File: config.mk
export PLATFORM = sky130hd
export DESIGN_NAME = spi_fnd_frame_ctrl
export DESIGN_NICKNAME = d
export VERILOG_FILES = /design/src/rtl/spi_fnd_frame_ctrl.sv
export SDC_FILE = /design/constraint.sdc
export NUM_CORES = 1
export LEC_CHECK = 0
export ABC_AREA = 1
export CAP_MARGIN = 10
export CORE_MARGIN = 3
export CORE_UTILIZATION = 50
export DETAILED_ROUTE_END_ITERATION = 7
export DONT_BUFFER_PORTS = 1
export GPL_TIMING_DRIVEN = 1
export MAX_ROUTING_LAYER = met4
export PLACE_DENSITY = 0.69
export SLEW_MARGIN = 10
export SYNTH_ARGS = -nofsm -noshare
export SYNTH_HDL_FRONTEND = slang
export SYNTH_SLANG_ARGS = --single-unit
File: constraint.sdc
create_clock -name clk -period 2.15 [get_ports clk]
set_input_delay 0.215 -clock clk [delete_from_list [all_inputs] [get_ports clk]]
set_output_delay 0.215 -clock clk [all_outputs]
set_load 0.05 [all_outputs]
File: src/rtl/spi_fnd_frame_ctrl.sv
// Frame sequencer for the FND link: sends a 16-bit value as one chip-select frame,
// low byte then high byte, through a byte-level SPI master start/ready/done handshake.
module spi_fnd_frame_ctrl #(
  parameter int CS_SETUP    = 2,
  parameter int BYTE_GAP    = 1,
  parameter int CS_HOLD     = 2,
  parameter int AUTO_PERIOD = 100000
) (
  input  logic        clk,
  input  logic        rst,
  input  logic        send,
  input  logic        auto_en,
  input  logic [15:0] data_in,
  input  logic        m_ready,
  input  logic        m_done,
  output logic        m_start,
  output logic [7:0]  m_tx_data,
  output logic        cs_n,
  output logic        busy,
  output logic        frame_done,
  output logic        pending
);

  localparam logic [3:0] S_IDLE    = 4'd0;
  localparam logic [3:0] S_SETUP   = 4'd1;
  localparam logic [3:0] S_L_START = 4'd2;
  localparam logic [3:0] S_L_WAIT  = 4'd3;
  localparam logic [3:0] S_GAP     = 4'd4;
  localparam logic [3:0] S_H_START = 4'd5;
  localparam logic [3:0] S_H_WAIT  = 4'd6;
  localparam logic [3:0] S_HOLD    = 4'd7;
  localparam logic [3:0] S_FIN     = 4'd8;

  logic [3:0]  r_state;
  logic [7:0]  r_cnt;
  logic [15:0] r_shadow;
  logic [31:0] r_auto_cnt;

  logic [3:0]  w_next;
  logic [7:0]  w_cnt_next;
  logic        w_auto_tick;
  logic        w_req;
  logic        w_launch;

  assign w_auto_tick = auto_en && (r_auto_cnt == 32'(AUTO_PERIOD - 1));
  assign w_req       = send | w_auto_tick;
  assign w_launch    = (r_state == S_IDLE) && (w_req || pending);

  // m_start is a registered decision taken one cycle ahead, so the START
  // states leave as soon as the pulse they issued is on the wire.
  always_comb begin
    w_next     = r_state;
    w_cnt_next = r_cnt;
    case (r_state)
      S_IDLE: begin
        if (w_launch) begin
          w_next     = S_SETUP;
          w_cnt_next = 8'd0;
        end
      end
      S_SETUP: begin
        if (r_cnt == 8'(CS_SETUP - 1)) w_next = S_L_START;
        else                           w_cnt_next = r_cnt + 8'd1;
      end
      S_L_START: if (m_start) w_next = S_L_WAIT;
      S_L_WAIT: begin
        if (m_done) begin
          if (BYTE_GAP == 0) begin
            w_next = S_H_START;
          end else begin
            w_next     = S_GAP;
            w_cnt_next = 8'd0;
          end
        end
      end
      S_GAP: begin
        if (r_cnt == 8'(BYTE_GAP - 1)) w_next = S_H_START;
        else                           w_cnt_next = r_cnt + 8'd1;
      end
      S_H_START: if (m_start) w_next = S_H_WAIT;
      S_H_WAIT: begin
        if (m_done) begin
          w_next     = S_HOLD;
          w_cnt_next = 8'd0;
        end
      end
      S_HOLD: begin
        if (r_cnt == 8'(CS_HOLD - 1)) w_next = S_FIN;
        else                          w_cnt_next = r_cnt + 8'd1;
      end
      S_FIN:   w_next = S_IDLE;
      default: w_next = S_IDLE;
    endcase
  end

  always_ff @(posedge clk or posedge rst) begin
    if (rst) begin
      r_state    <= S_IDLE;
      r_cnt      <= 8'd0;
      r_shadow   <= 16'd0;
      r_auto_cnt <= 32'd0;
      pending    <= 1'b0;
      cs_n       <= 1'b1;
      busy       <= 1'b0;
      frame_done <= 1'b0;
      m_start    <= 1'b0;
      m_tx_data  <= 8'd0;
    end else begin
      r_state <= w_next;
      r_cnt   <= w_cnt_next;
      if (w_launch) r_shadow <= data_in;

      if (!auto_en || w_auto_tick) r_auto_cnt <= 32'd0;
      else                         r_auto_cnt <= r_auto_cnt + 32'd1;

      if (w_launch)   pending <= 1'b0;
      else if (w_req) pending <= 1'b1;

      // Outputs follow the state being entered so they line up with it.
      cs_n       <= (w_next == S_IDLE) || (w_next == S_FIN);
      busy       <= (w_next != S_IDLE);
      frame_done <= (w_next == S_FIN);
      m_start    <= ((w_next == S_L_START) || (w_next == S_H_START)) && m_ready;
      if (w_next == S_L_START)      m_tx_data <= r_shadow[7:0];
      else if (w_next == S_H_START) m_tx_data <= r_shadow[15:8];
    end
  end

endmodule

# After elaboration in Yosys (flattened, before gate mapping)
# Index checks and enable logic that the tools add are counted.
# Widths: inputs -> output; s select.
word_totals:
  regBits: 73
  inputBits: 22
  out_inout_bits: 13
  elab_cells: 66
op_classes:
  addsub: 2
  eq_ne: 16
  mux: 19
  bitwise: 1
  reduce_logical: 18
ops:
  columns: ["operator", "count"]
  rows:
  - ["$mux 8", 6]
  - ["$add 32x1->32 const B", 1]
  - ["$eq 32x17->1 const B", 1]
  - ["$mux 32", 1]
  - ["$mux 4", 8]
  - ["$pmux 4 s8", 1]
  - ["$pmux 8 s4", 1]
  - ["$eq 4x3->1 const B", 5]
  - ["$eq 4x2->1 const B", 3]
  - ["$add 8x1->8 const B", 1]
  - ["$eq 8x1->1 const B", 1]
  - ["$logic_not 4->1", 2]
  - ["$logic_not 8->1", 1]
  - ["$reduce_bool 4->1", 2]
  - ["$ne 2x2->1 const B", 3]
  - ["$reduce_and 5->1", 1]
  - ["$eq 4x1->1 const B", 1]
  - ["$eq 4x4->1 const B", 1]
  - ["$logic_or 1x1->1", 4]
  - ["$reduce_bool 2->1", 2]
  - ["$reduce_or 2->1", 2]
  - ["$logic_and 1x1->1", 3]
  - ["$mux 1", 2]
  - ["$ne 2x1->1 const B", 1]
  - ["other kinds (2)", 2]

# Logic depth before layout (Yosys ltp)
# Gate-level depths: netlist (run 1).
logic_depth:
  depth_word: 10
  mapped_depth: 13
  mapped_depth_nobuf: 13

# Worst setup path after synthesis (run 1)
# Ideal clock, no wire load.
synth_path:
  path_kind: "register to register"
  startpoint: "reg r_auto_cnt[0]"
  endpoint: "reg r_shadow[10]"
  setup_ns: 0.125
  t_arrival_ns: 1.691
  required_ns: 2.025
  slack_ns: 0.334
  stages_incl_launch_ff: 11
  path_buffers: 1
  synth_period_minus_slack_ns: 1.816
  path_cell_list: "dfrtp_1 ha_1 nand2_2 nor2_4 nand3_1 nor2_2 nand3_1 nand2_2 nand2_4 buf_6 mux2_4"
synth_via:
  elab_chain_cells: 5
synth_rtl:
  columns: ["item", "line", "source"]
  rows:
  - ["start, declared", "37", "logic [31:0] r_auto_cnt;"]
  - ["start signal, assigned", "114", "else r_auto_cnt <= r_auto_cnt + 32'd1;"]
  - ["$eq 32x17->1", "45", "assign w_auto_tick = auto_en && (r_auto_cnt == 32'(AUTO_PERIOD - 1));"]
  - ["$logic_and 1x1->1", "45", null]
  - ["$or 1x1->1", "46", "assign w_req = send | w_auto_tick;"]
  - ["$logic_or 1x1->1", "47", "assign w_launch = (r_state == S_IDLE) && (w_req || pending);"]
  - ["$logic_and 1x1->1", "47", null]
  - ["end signal, assigned", "111", "if (w_launch) r_shadow <= data_in;"]
  - ["end, declared", "36", "logic [15:0] r_shadow;"]
# Every way passes these cells.
# A chain may end at the register's enable or synchronous reset.

# Worst setup path in the final report (run 1)
layout_path:
  startpoint: "reg r_auto_cnt[0]"
  endpoint: "reg r_shadow[3]"
# The elaborated chain is that of the path after synthesis.

==> summary.txt, run 1 <==
status - finished, final reports clean
Clock Sink Count - 73
drt drc - 0
slowest stage delay, CP - 0.42 ns
Num CTS Buffers - 9
pre-CTS setup slack - 0.114 ns
CP max FO - 14
Distinct cells, synth - 37
critical path class - flop to flop
top cells by count, synth - nand2_1 (122), dfrtp_1 (72), nor2_1 (69)
core area - 7490 um^2
Total Routing Usage GR - 22.3%
CTS tree - done
pwr dens - 1150 nW/um^2
sw frac - 42.4%
total global routing overflow - 0
antenna fix cells - 0
Final min period - 1.98 ns
Die Y-Extent - 95.3 um
Die Span X - 95.3 um
final setup fails - 0
RePlAce Congestion - 0.978
drt first pass iters - 5
main area contributors after synthesis - dfrtp_1 (45%), nand2_1 (11%), nor2_1 (6.5%)
Worst-Skew Late Latency - 0.35 ns
post-synth top area cell - dfrtp_1
worst endpoint data arrival time - 2.22 ns
clock slew seen by the registers of the worst setup and hold paths - 0.08 ns
Clk pwr share - 20.1%
most common cell in the netlist - nand2_1
Synth Area per Inst - 8.23 um^2
Int Pwr - 0.00305 W
initial core utilization - 53.3%
Post-DP HPWL - 6580 um
PortBufs - 0
ratio of cells with drive above 1 in the final layout - 13.5%
Slowest-stage cell, CP - dfrtp_1
drt initial violations - 197
cells along the critical path - ha_4 -> nand2_2 -> nor2_4 -> nand3_1 -> nor2_2 -> nand3_1 -> nand2_2 -> nand2_8 -> buf_12 -> mux2_4
Fin. Hold Viols - 0
Die ar. - 9090 um^2
HP Class - input port to flop
share of the synthesized area in the top cell type - 45.2%
Clock Skew - 0.00767 ns
Antenna Nets Post-Route - 0
WP data required - 2.39 ns
worst vdd ir - 0.000793 V
Top FF cell, synth - dfrtp_1
#FFs+latches synth - 73
mapped cell area - 3990 um^2
Final Cycle Share - 92.2%
drt total wl - 8900 um
vias in the first global route - 3,275
fin area - 4600 um^2
detailed-route wire length per cell - 14.2 um
Max clock buf depth - 2
max_slew headroom - 57.9%
Vias per Instance - 5.28
Sequential Power Share - 42.8%
Final WS setup - 0.167 ns
Row Count - 31
largest net degree at the start of global routing - 31
Final Power - 0.00529 W
Least-Margin Pin Slew - 0.631 ns
worst setup path start - r_auto_cnt[0]$_DFF_PP0_
first-pass GRT wire length - 15,200 um
critical path endpoint category - flop
DP Area - 4180 um^2
Psw - 0.00224 W
number of I/O pins - 35
Mapped Cells - 485
sequential share of the synthesized area - 45.8%
hold_sp - data_in[8]
initial antenna violation count - 0
combinational power share - 37.1%
fin nets - 548
TNS Setup - 0 ns
root buffer cell - clkbuf_8
fraction of registers with async set/reset - 100%
Slew Limit Fails - 0
Mapped Nets - 511
f_max - 0.504 GHz
Syn-to-layout area delta - 15.3%
H-tree depth - 3
max cap viols - 0
startpoint class of the critical path - flop
leakage power total - 2.09 nW
Critical R2R Launch - r_auto_cnt[0]$_DFF_PP0_
Yosys Warn Count - 0
via count - 3,306
EDFF count, synth - 0
-- sequential cells by signal, indices dropped and copies added (netlist names) --
signal and count:
m_start 1, cs_n 1, frame_done 1, pending 1
r_state 4, m_tx_data 8, r_cnt 8, r_auto_cnt 32
r_shadow 16, busy 1
-- layer usage --
layer / GRT usage, % / wire (um)
met1: 27.9 / 3870
met2: 36.2 / 4380
met3: 4.89 / 498
met4: 6.85 / 159
met5: - / 0
-- per-stage QoR --
stage / instances / hold WS, ns / util (%)
global placement: 589 / 0.214 / 55.8
CTS: 620 / 0.00184 / 60.4
finish: 626 / 0.0149 / 61.5
detailed placement: 589 / 0.221 / 55.8
floorplan: 485 / 0.321 / -
global route: 626 / 0.00105 / 61.5
-- power groups by stage --
stage               registers (W)  clock network (W)  logic [W]
floorplan                 0.00226                  0    0.00145
global placement          0.00228                  0    0.00181
detailed placement        0.00228                  0    0.00186
CTS                       0.00226            0.00109    0.00188
global route              0.00230            0.00115    0.00222
finish                    0.00226            0.00107    0.00196
-- cell usage in the layout, fill, tap and decap left out, types with 2 or more instances in the layout --
master           n
inv_6            2
nand3_1         17
nor2_2           6
clkbuf_8         9
inv_1           52
dlygate4sd3_1   17
a21oi_1          4
nand3b_1         3
nor3b_1          4
o21ai_0         10
clkinv_2         3
nor2_4           2
nand4_1         23
dfrtp_1         72
nand2_1        122
nor4_1           5
xnor2_1          5
mux2_2           4
nand2_2          3
ha_1             3
nor3_2           2
buf_4           15
nor3_1          27
mux2_4          12
inv_2            2
xor2_1          19
nor2_1          66
-- layout make-up --
| class | count | area (um^2) |
|---|---|---|
| inverter | 55 | 211 |
| clock buffer | 9 | 124 |
| clock inverter | 7 | 70.1 |
| sequential | 73 | 1830 |
| tap | 99 | 124 |
| fill | 660 | 2890 |
| multi-input combinational | 350 | 1940 |
| timing repair buffer | 33 | 303 |
-- repair_timing --
| action | 4_1_cts | 5_1_grt |
|---|---|---|
| gates resized for setup | 0 | 7 |
| endpoints found under the setup margin | 0 | 29 |
| hold buffers | 15 | 2 |
| buffers inserted | 0 | 4 |
| endpoints found under the hold margin | 41 | 2 |
-- worst max-delay path, delay by kind of cell, from the launching register on --
family / cells / cell delay [ns]
and+or+nand+nor: 7 / 0.78
buffers and inverters: 1 / 0.18
DFF: 1 / 0.42
muxes: 1 / 0.31
adders and majority gates: 1 / 0.18
-- worst paths after layout --
kind | end | slack (ns) | depth (start not counted)
max in group asynchronous | cs_n$_DFF_PP1_ | 0.96 | 3
min in group asynchronous | r_auto_cnt[26]$_DFF_PP0_ | 0.40 | 2
setup reg to reg | r_shadow[3]$_DFFE_PP0P_ | 0.17 | 10
hold reg to reg | r_shadow[7]$_DFFE_PP0P_ | 0.53 | 1
setup / recovery | r_shadow[3]$_DFFE_PP0P_ | 0.17 | 10
hold / removal | r_shadow[8]$_DFFE_PP0P_ | 0.01 | 1
-- cell families (layout without fill, tap and decap cells) --
kind of cell               count (synthesis)  in the layout  share of synthesized area, %
adders and majority gates                  4              4                          1.25
muxes                                     16             16                          5.64
xor gates and xnor gates                  24             24                          5.27
and+or+nand+nor                          287            287                          33.1
DFF                                       73             73                          45.8
buffers and inverters                     62            104                          6.27
AOI/OAI and AO/OA                         19             19                          2.67
Note: power is estimated with default switching activity, not from simulation.
==> run 2: changes to the inputs <==
TNS_END_PERCENT = 50   (was not set)
clock period = 1.8 ns   (was 2.15 ns; I/O delays follow)
==> summary.txt, run 2 (synthesized netlist as in run 1, its figures left out) <==
cell count along the critical path - 10 (unchanged)
Num CTS Buffers - 9 (unchanged)
Largest regs - r_auto_cnt: 32 flops, r_shadow: 16 flops
leakage power total - 2.44 nW (+16%)
RePlAce Congestion - 0.968 (-1.1%)
worst setup path start - r_auto_cnt[17]$_DFF_PP0_
fin nets - 600 (+9.5%)
combinational power share - 40.8% (+3.7 points)
final hold slack - 0.126 ns (+0.112 ns)
Reg-to-Reg End - r_shadow[6]$_DFFE_PP0P_
CP dominant cell by count - nand2_1
fin util - 69.8% (+8.3 points)
multi-input logic area - 2080 um^2 (+7.4%)
Int Pwr - 0.00397 W (+30%)
Syn-to-layout area delta - 31.0%
register area - 1830 um^2 (about the same)
Final WS setup - -0.147 ns (-0.314 ns)
Antenna Nets Post-Route - 0 (unchanged)
first-pass GRT wire length - 16,800 um (+11%)
fin area - 5230 um^2 (+14%)
Die ar. - 9090 um^2 (unchanged)
detailed-route wire length per cell - 15.2 um (+6.8%)
DP Area - 4530 um^2 (+8.5%)
slowest stage delay, CP - 0.40 ns (-0.02 ns)
pwr dens - 1320 nW/um^2 (+15%)
Fillers - 549 (-17%)
PortBufs - 0 (unchanged)
critical path endpoint category - flop
Clock Sink Count - 73 (unchanged)
Slowest-stage cell, CP - dfrtp_1
core area - 7490 um^2 (unchanged)
H-tree depth - 3 (unchanged)
drt drc - 0 (unchanged)
WP data required - 2.05 ns (-0.34 ns)
worst endpoint data arrival time - 2.20 ns (-0.02 ns)
HP Class - input port to flop
RSZ-0062 raised after global routing - yes
Sequential Power Share - 39.3% (-3.5 points)
family with the most delay on the worst path - simple AND/OR/NAND/NOR gates
Slew Limit Fails - 0 (unchanged)
f_max - 0.513 GHz (+1.8%)
Critical R2R Launch - r_auto_cnt[17]$_DFF_PP0_
largest net degree at the start of global routing - 32 (+3.2%)
number of I/O pins - 35 (unchanged)
Final Power - 0.00692 W (+31%)
Final Cycle Share - 108% (+16 points)
sw frac - 42.6% (+0.20 points)
initial core utilization - 53.3% (unchanged)
max_slew headroom - 58.7% (+0.83 points)
Clock Skew - 0.0134 ns (+0.00570 ns)
vias in the first global route - 3,529 (+7.8%)
most common cell after layout, fill and taps aside - nand2_1
Psw - 0.00295 W (+31%)
Die Span X - 95.3 um (unchanged)
cells along the critical path - inv_1 -> nand2_1 -> nor2_1 -> nand2_1 -> nor2_2 -> nand3_1 -> nand2_2 -> nand2_8 -> buf_16 -> mux2_4
status - finished, violations left
number of flip-flops in the largest register - 32 (unchanged)
Die Y-Extent - 95.3 um (unchanged)
Max clock buf depth - 2 (unchanged)
Post-DP HPWL - 6770 um (+2.9%)
Fin. Hold Viols - 0 (unchanged)
CP max FO - 6 (-8)
largest reg by FF count - r_auto_cnt
via count - 3,606 (+9.1%)
startpoint class of the critical path - flop
most frequent cells in the layout - nand2_1 (116), dfrtp_1 (71), nor2_1 (59), buf_4 (58), inv_1 (51)
critical path class - flop to flop
Final min period - 1.95 ns (-0.0358 ns)
drt initial violations - 229 (+16%)
max cap viols - 0 (unchanged)
Row Count - 31 (unchanged)
Worst-Skew Late Latency - 0.36 ns (about the same)
clock slew seen by the registers of the worst setup and hold paths - 0.09 ns (about the same)
initial antenna violation count - 0 (unchanged)
Critical Path End - r_shadow[6]$_DFFE_PP0P_
drt total wl - 10,300 um (+16%)
worst vdd ir - 0.00126 V (+59%)
drt first pass iters - 5 (unchanged)
reg2reg path depth - 10 (unchanged)
WP buf/inv - 2 (+1)
Total Routing Usage GR - 25.0% (+2.7 points)
CTS tree - done
Least-Margin Pin Slew - 0.618 ns (-0.0129 ns)
TNS Setup - -3.66 ns (-3.66 ns)
antenna fix cells - 0 (unchanged)
Vias per Instance - 5.32 (+0.71%)
total global routing overflow - 0 (unchanged)
root buffer cell - clkbuf_8
ratio of cells with drive above 1 in the final layout - 25.6% (+12 points)
Clk pwr share - 19.9% (-0.2 points)
R2R setup slack - -0.15 ns (-0.31 ns)
final setup fails - 34 (+34)
failing checks - setup timing
run 2: timing repair:
action,CTS,global route
endpoints found under the setup margin,31,62
hold endpoints to repair,44,0
pin swaps,4,12
hold buffers,19,0
buffers inserted,7,3
resized for setup,9,41
gates cloned,1,1
run 2: cell type report:
class	instances	area share (%)
inverters	55	4.17
flip-flops and latches	73	35.0
clock inverters	6	1.39
repair inverters	1	0.0958
multi-input cells	350	39.9
repair buffers	84	14.5
clock buffers	10	2.63
well taps	99	2.37
run 2: worst min path at each step:
stage            start                       end  slack, ns  depth (start not counted)
2_1_floorplan  m_ready         m_start$_DFF_PP0_       0.29                          2
3_3_place_gp       rst  r_auto_cnt[26]$_DFF_PP0_       0.16                          1
3_5_place_dp       rst  r_auto_cnt[27]$_DFF_PP0_       0.16                          1
4_1_cts         m_done      r_state[2]$_DFF_PP0_       0.08                          2
5_1_grt         m_done      r_state[2]$_DFF_PP0_       0.11                          2
6_report        m_done      r_state[2]$_DFF_PP0_       0.13                          2
run 2: per-layer routing:
metal	GRT usage (%)	part of all wire, %	vias to the layer above
met2	40.8	51	122
met1	30.2	41	1705
met4	9.86	2.5	0
met3	5.45	5.3	28
li1	-	-	1751
met5	-	0	-
run 2: worst register-to-register path, cell delays in order, from the launching register on:
cell and delay, ns:
dfrtp_1 0.40, inv_1 0.11, nand2_1 0.06, nor2_1 0.16, nand2_1 0.11, nor2_2 0.20
nand3_1 0.11, nand2_2 0.14, nand2_8 0.10, buf_16 0.16, mux2_4 0.31
run 2: power groups by stage:
| stage | clock, W | sequential (W) | combinational [W] |
|---|---|---|---|
| final | 0.00138 | 0.00272 | 0.00282 |
| after global routing | 0.00148 | 0.00275 | 0.00310 |
| after CTS | 0.00140 | 0.00268 | 0.00256 |
| after detailed placement | 0 | 0.00271 | 0.00239 |
| after global placement | 0 | 0.00270 | 0.00233 |
| after floorplan | 0 | 0.00270 | 0.00173 |
run 2: through the flow:
step | setup slack [ns] | cells
detailed placement | -0.0995 | 631
global route | -0.230 | 678
floorplan | -0.0159 | 485
global placement | 0.0239 | 631
finish | -0.147 | 678
CTS | -0.00570 | 674
==> run 3: changes to the inputs <==
REMOVE_ABC_BUFFERS = 1   (was not set)
==> summary.txt, run 3 (synthesized netlist as in run 1, its figures left out) <==
critical path class - flop to flop
ratio of cells with drive above 1 in the final layout - 23.7% (-1.9 points)
RePlAce Congestion - 0.967 (about the same)
most common cell after layout, fill and taps aside - nand2_1
drt drc - 0 (unchanged)
Slew Limit Fails - 0 (unchanged)
worst vdd ir - 0.00107 V (-15%)
hold path cells - 4 (+2)
HP Class - input port to flop
fin area - 5100 um^2 (-2.4%)
cells along the critical path - ha_2 -> nand2_2 -> nor2_4 -> nand3_2 -> nor2_2 -> nand3_1 -> nand2_2 -> nand2_4 -> buf_12 -> mux2_4
max_slew headroom - 67.1% (+8.4 points)
Die ar. - 9090 um^2 (unchanged)
hold endpoint - pending$_DFFE_PP0P_
R2R setup slack - 0.002 ns (+0.15 ns)
H-tree depth - 3 (unchanged)
drt initial violations - 167 (-27%)
Row Count - 31 (unchanged)
root buffer cell - clkbuf_8
Clock Skew - 0.00936 ns (-0.00402 ns)
vias in the first global route - 3,617 (+2.5%)
largest net degree at the start of global routing - 44 (+38%)
status - finished, final reports clean
Worst-Skew Late Latency - 0.36 ns (about the same)
Slowest-stage cell, CP - dfrtp_1
Final min period - 1.80 ns (-0.150 ns)
DP Area - 4560 um^2 (+0.58%)
pre-CTS setup slack - -0.0571 ns (+0.0424 ns)
detailed-route wire length per cell - 14.3 um (-5.6%)
Least-Margin Pin Slew - 0.493 ns (-0.125 ns)
RSZ-0062 raised after global routing - yes
final setup fails - 0 (-100%)
family with the most delay on the worst path - simple AND/OR/NAND/NOR gates
Fin. Hold Viols - 0 (unchanged)
core area - 7490 um^2 (unchanged)
CP dominant cell by count - nand2_2
Max clock buf depth - 2 (unchanged)
startpoint class of the critical path - flop
reg2reg path depth - 10 (unchanged)
critical path endpoint category - flop
fin nets - 599 (-0.17%)
Total Routing Usage GR - 23.8% (-1.2 points)
PortBufs - 0 (unchanged)
WP data required - 2.05 ns (about the same)
number of I/O pins - 35 (unchanged)
max cap viols - 0 (unchanged)
WP buf/inv - 1 (-1)
Largest regs - r_auto_cnt: 32 flops, r_shadow: 16 flops
worst endpoint data arrival time - 2.04 ns (-0.16 ns)
number of flip-flops in the largest register - 32 (unchanged)
drt total wl - 9700 um (-5.8%)
Die Y-Extent - 95.3 um (unchanged)
initial core utilization - 53.3% (unchanged)
first-pass GRT wire length - 16,200 um (-3.8%)
leakage power total - 2.38 nW (-2.5%)
drt first pass iters - 7 (+2)
Num CTS Buffers - 9 (unchanged)
Reg-to-Reg End - r_shadow[0]$_DFFE_PP0P_
initial antenna violation count - 0 (unchanged)
pwr dens - 1340 nW/um^2 (+1.2%)
Die Span X - 95.3 um (unchanged)
Final Cycle Share - 99.9% (-8.3 points)
total global routing overflow - 0 (unchanged)
Post-DP HPWL - 6850 um (+1.1%)
via count - 3,559 (-1.3%)
clock slew seen by the registers of the worst setup and hold paths - 0.08 ns (about the same)
most frequent cells in the layout - nand2_1 (120), dfrtp_1 (71), nor2_1 (61), buf_4 (59), inv_1 (50)
f_max - 0.556 GHz (+8.3%)
Final WS setup - 0.00209 ns (+0.150 ns)
Syn-to-layout area delta - 27.8%
largest reg by FF count - r_auto_cnt
CP max FO - 14 (+8)
hold_sp - auto_en
antenna fix cells - 0 (unchanged)
slowest stage delay, CP - 0.37 ns (-0.03 ns)
fin util - 68.1% (-1.7 points)
Vias per Instance - 5.26 (-1.2%)
Critical R2R Launch - r_auto_cnt[1]$_DFF_PP0_
Antenna Nets Post-Route - 0 (unchanged)
CTS tree - done
Clock Sink Count - 73 (unchanged)
## run 3: cell types whose count changed in the layout (fill, tap and decap cells not counted), sizes merged
cell / before / now
clkinvlp: 2 / 0
buf: 65 / 64
inv: 57 / 58
clkinv: 2 / 3
## run 3: area by class of cell
type	instances	area, um^2
inverters	55	216
clock buffers	10	138
multi-input cells	350	1990
repair buffers	83	724
well taps	99	124
fillers	596	2380
flip-flops and latches	73	1830
repair inverters	1	6.26
clock inverters	6	73.8
## run 3: worst reg2reg max path: cells and delay by family (launching register included)
kind	cells	cell delay [ns]
fa+ha+maj	1	0.19
buf+inv	1	0.17
flops	1	0.37
mux	1	0.30
simple gates	7	0.66
## run 3: worst max-delay path by stage
| stage | end | start | slack, ns | cells after the start |
|---|---|---|---|---|
| finish | r_shadow[0]$_DFFE_PP0P_ | r_auto_cnt[1]$_DFF_PP0_ | 0.002 | 10 |
| floorplan | busy$_DFF_PP0_ | rst | -0.23 | 1 |
| global route | m_tx_data[5]$_DFFE_PP0P_ | r_state[2]$_DFF_PP0_ | -0.17 | 13 |
| CTS | r_shadow[0]$_DFFE_PP0P_ | r_auto_cnt[1]$_DFF_PP0_ | -0.005 | 10 |
| detailed placement | r_cnt[6]$_DFFE_PP0P_ | r_auto_cnt[1]$_DFF_PP0_ | -0.06 | 12 |
| global placement | r_shadow[1]$_DFFE_PP0P_ | r_auto_cnt[24]$_DFF_PP0_ | 0.05 | 9 |
## run 3: routing by layer
metal | part of all wire [%] | track usage, %
met1 | 44 | 29.0
met2 | 49 | 38.7
met3 | 4.9 | 5.84
met4 | 1.6 | 8.17
met5 | 0 | -
## run 3: stage by stage
stage	hold WS, ns	TNS [ns]	std cells	total power (W)
final	0.104	0	677	0.00684
after global routing	0.111	-3.38	677	0.00726
after CTS	0.0906	-0.00609	672	0.00661
after detailed placement	0.0366	-0.468	635	0.00514
after global placement	0.0249	0	635	0.00507
after floorplan	0.286	-17.44	478	0.00438
## run 3: where the power goes
group	leakage [nW]	switching, W	internal [W]	total, W
Clock	0.107	0.000661	0.000695	0.00136
Combinational	1.32	0.00160	0.00121	0.00280
Sequential	0.949	0.000644	0.00204	0.00268
Total	2.38	0.00290	0.00394	0.00684
## run 3: repair_timing
action	in CTS	in global routing
endpoints found under the hold margin	64	0
cloned	0	1
buffers inserted	2	4
resized for setup	7	24
pin swaps	1	6
hold buffers	19	0
setup endpoints to repair	31	43
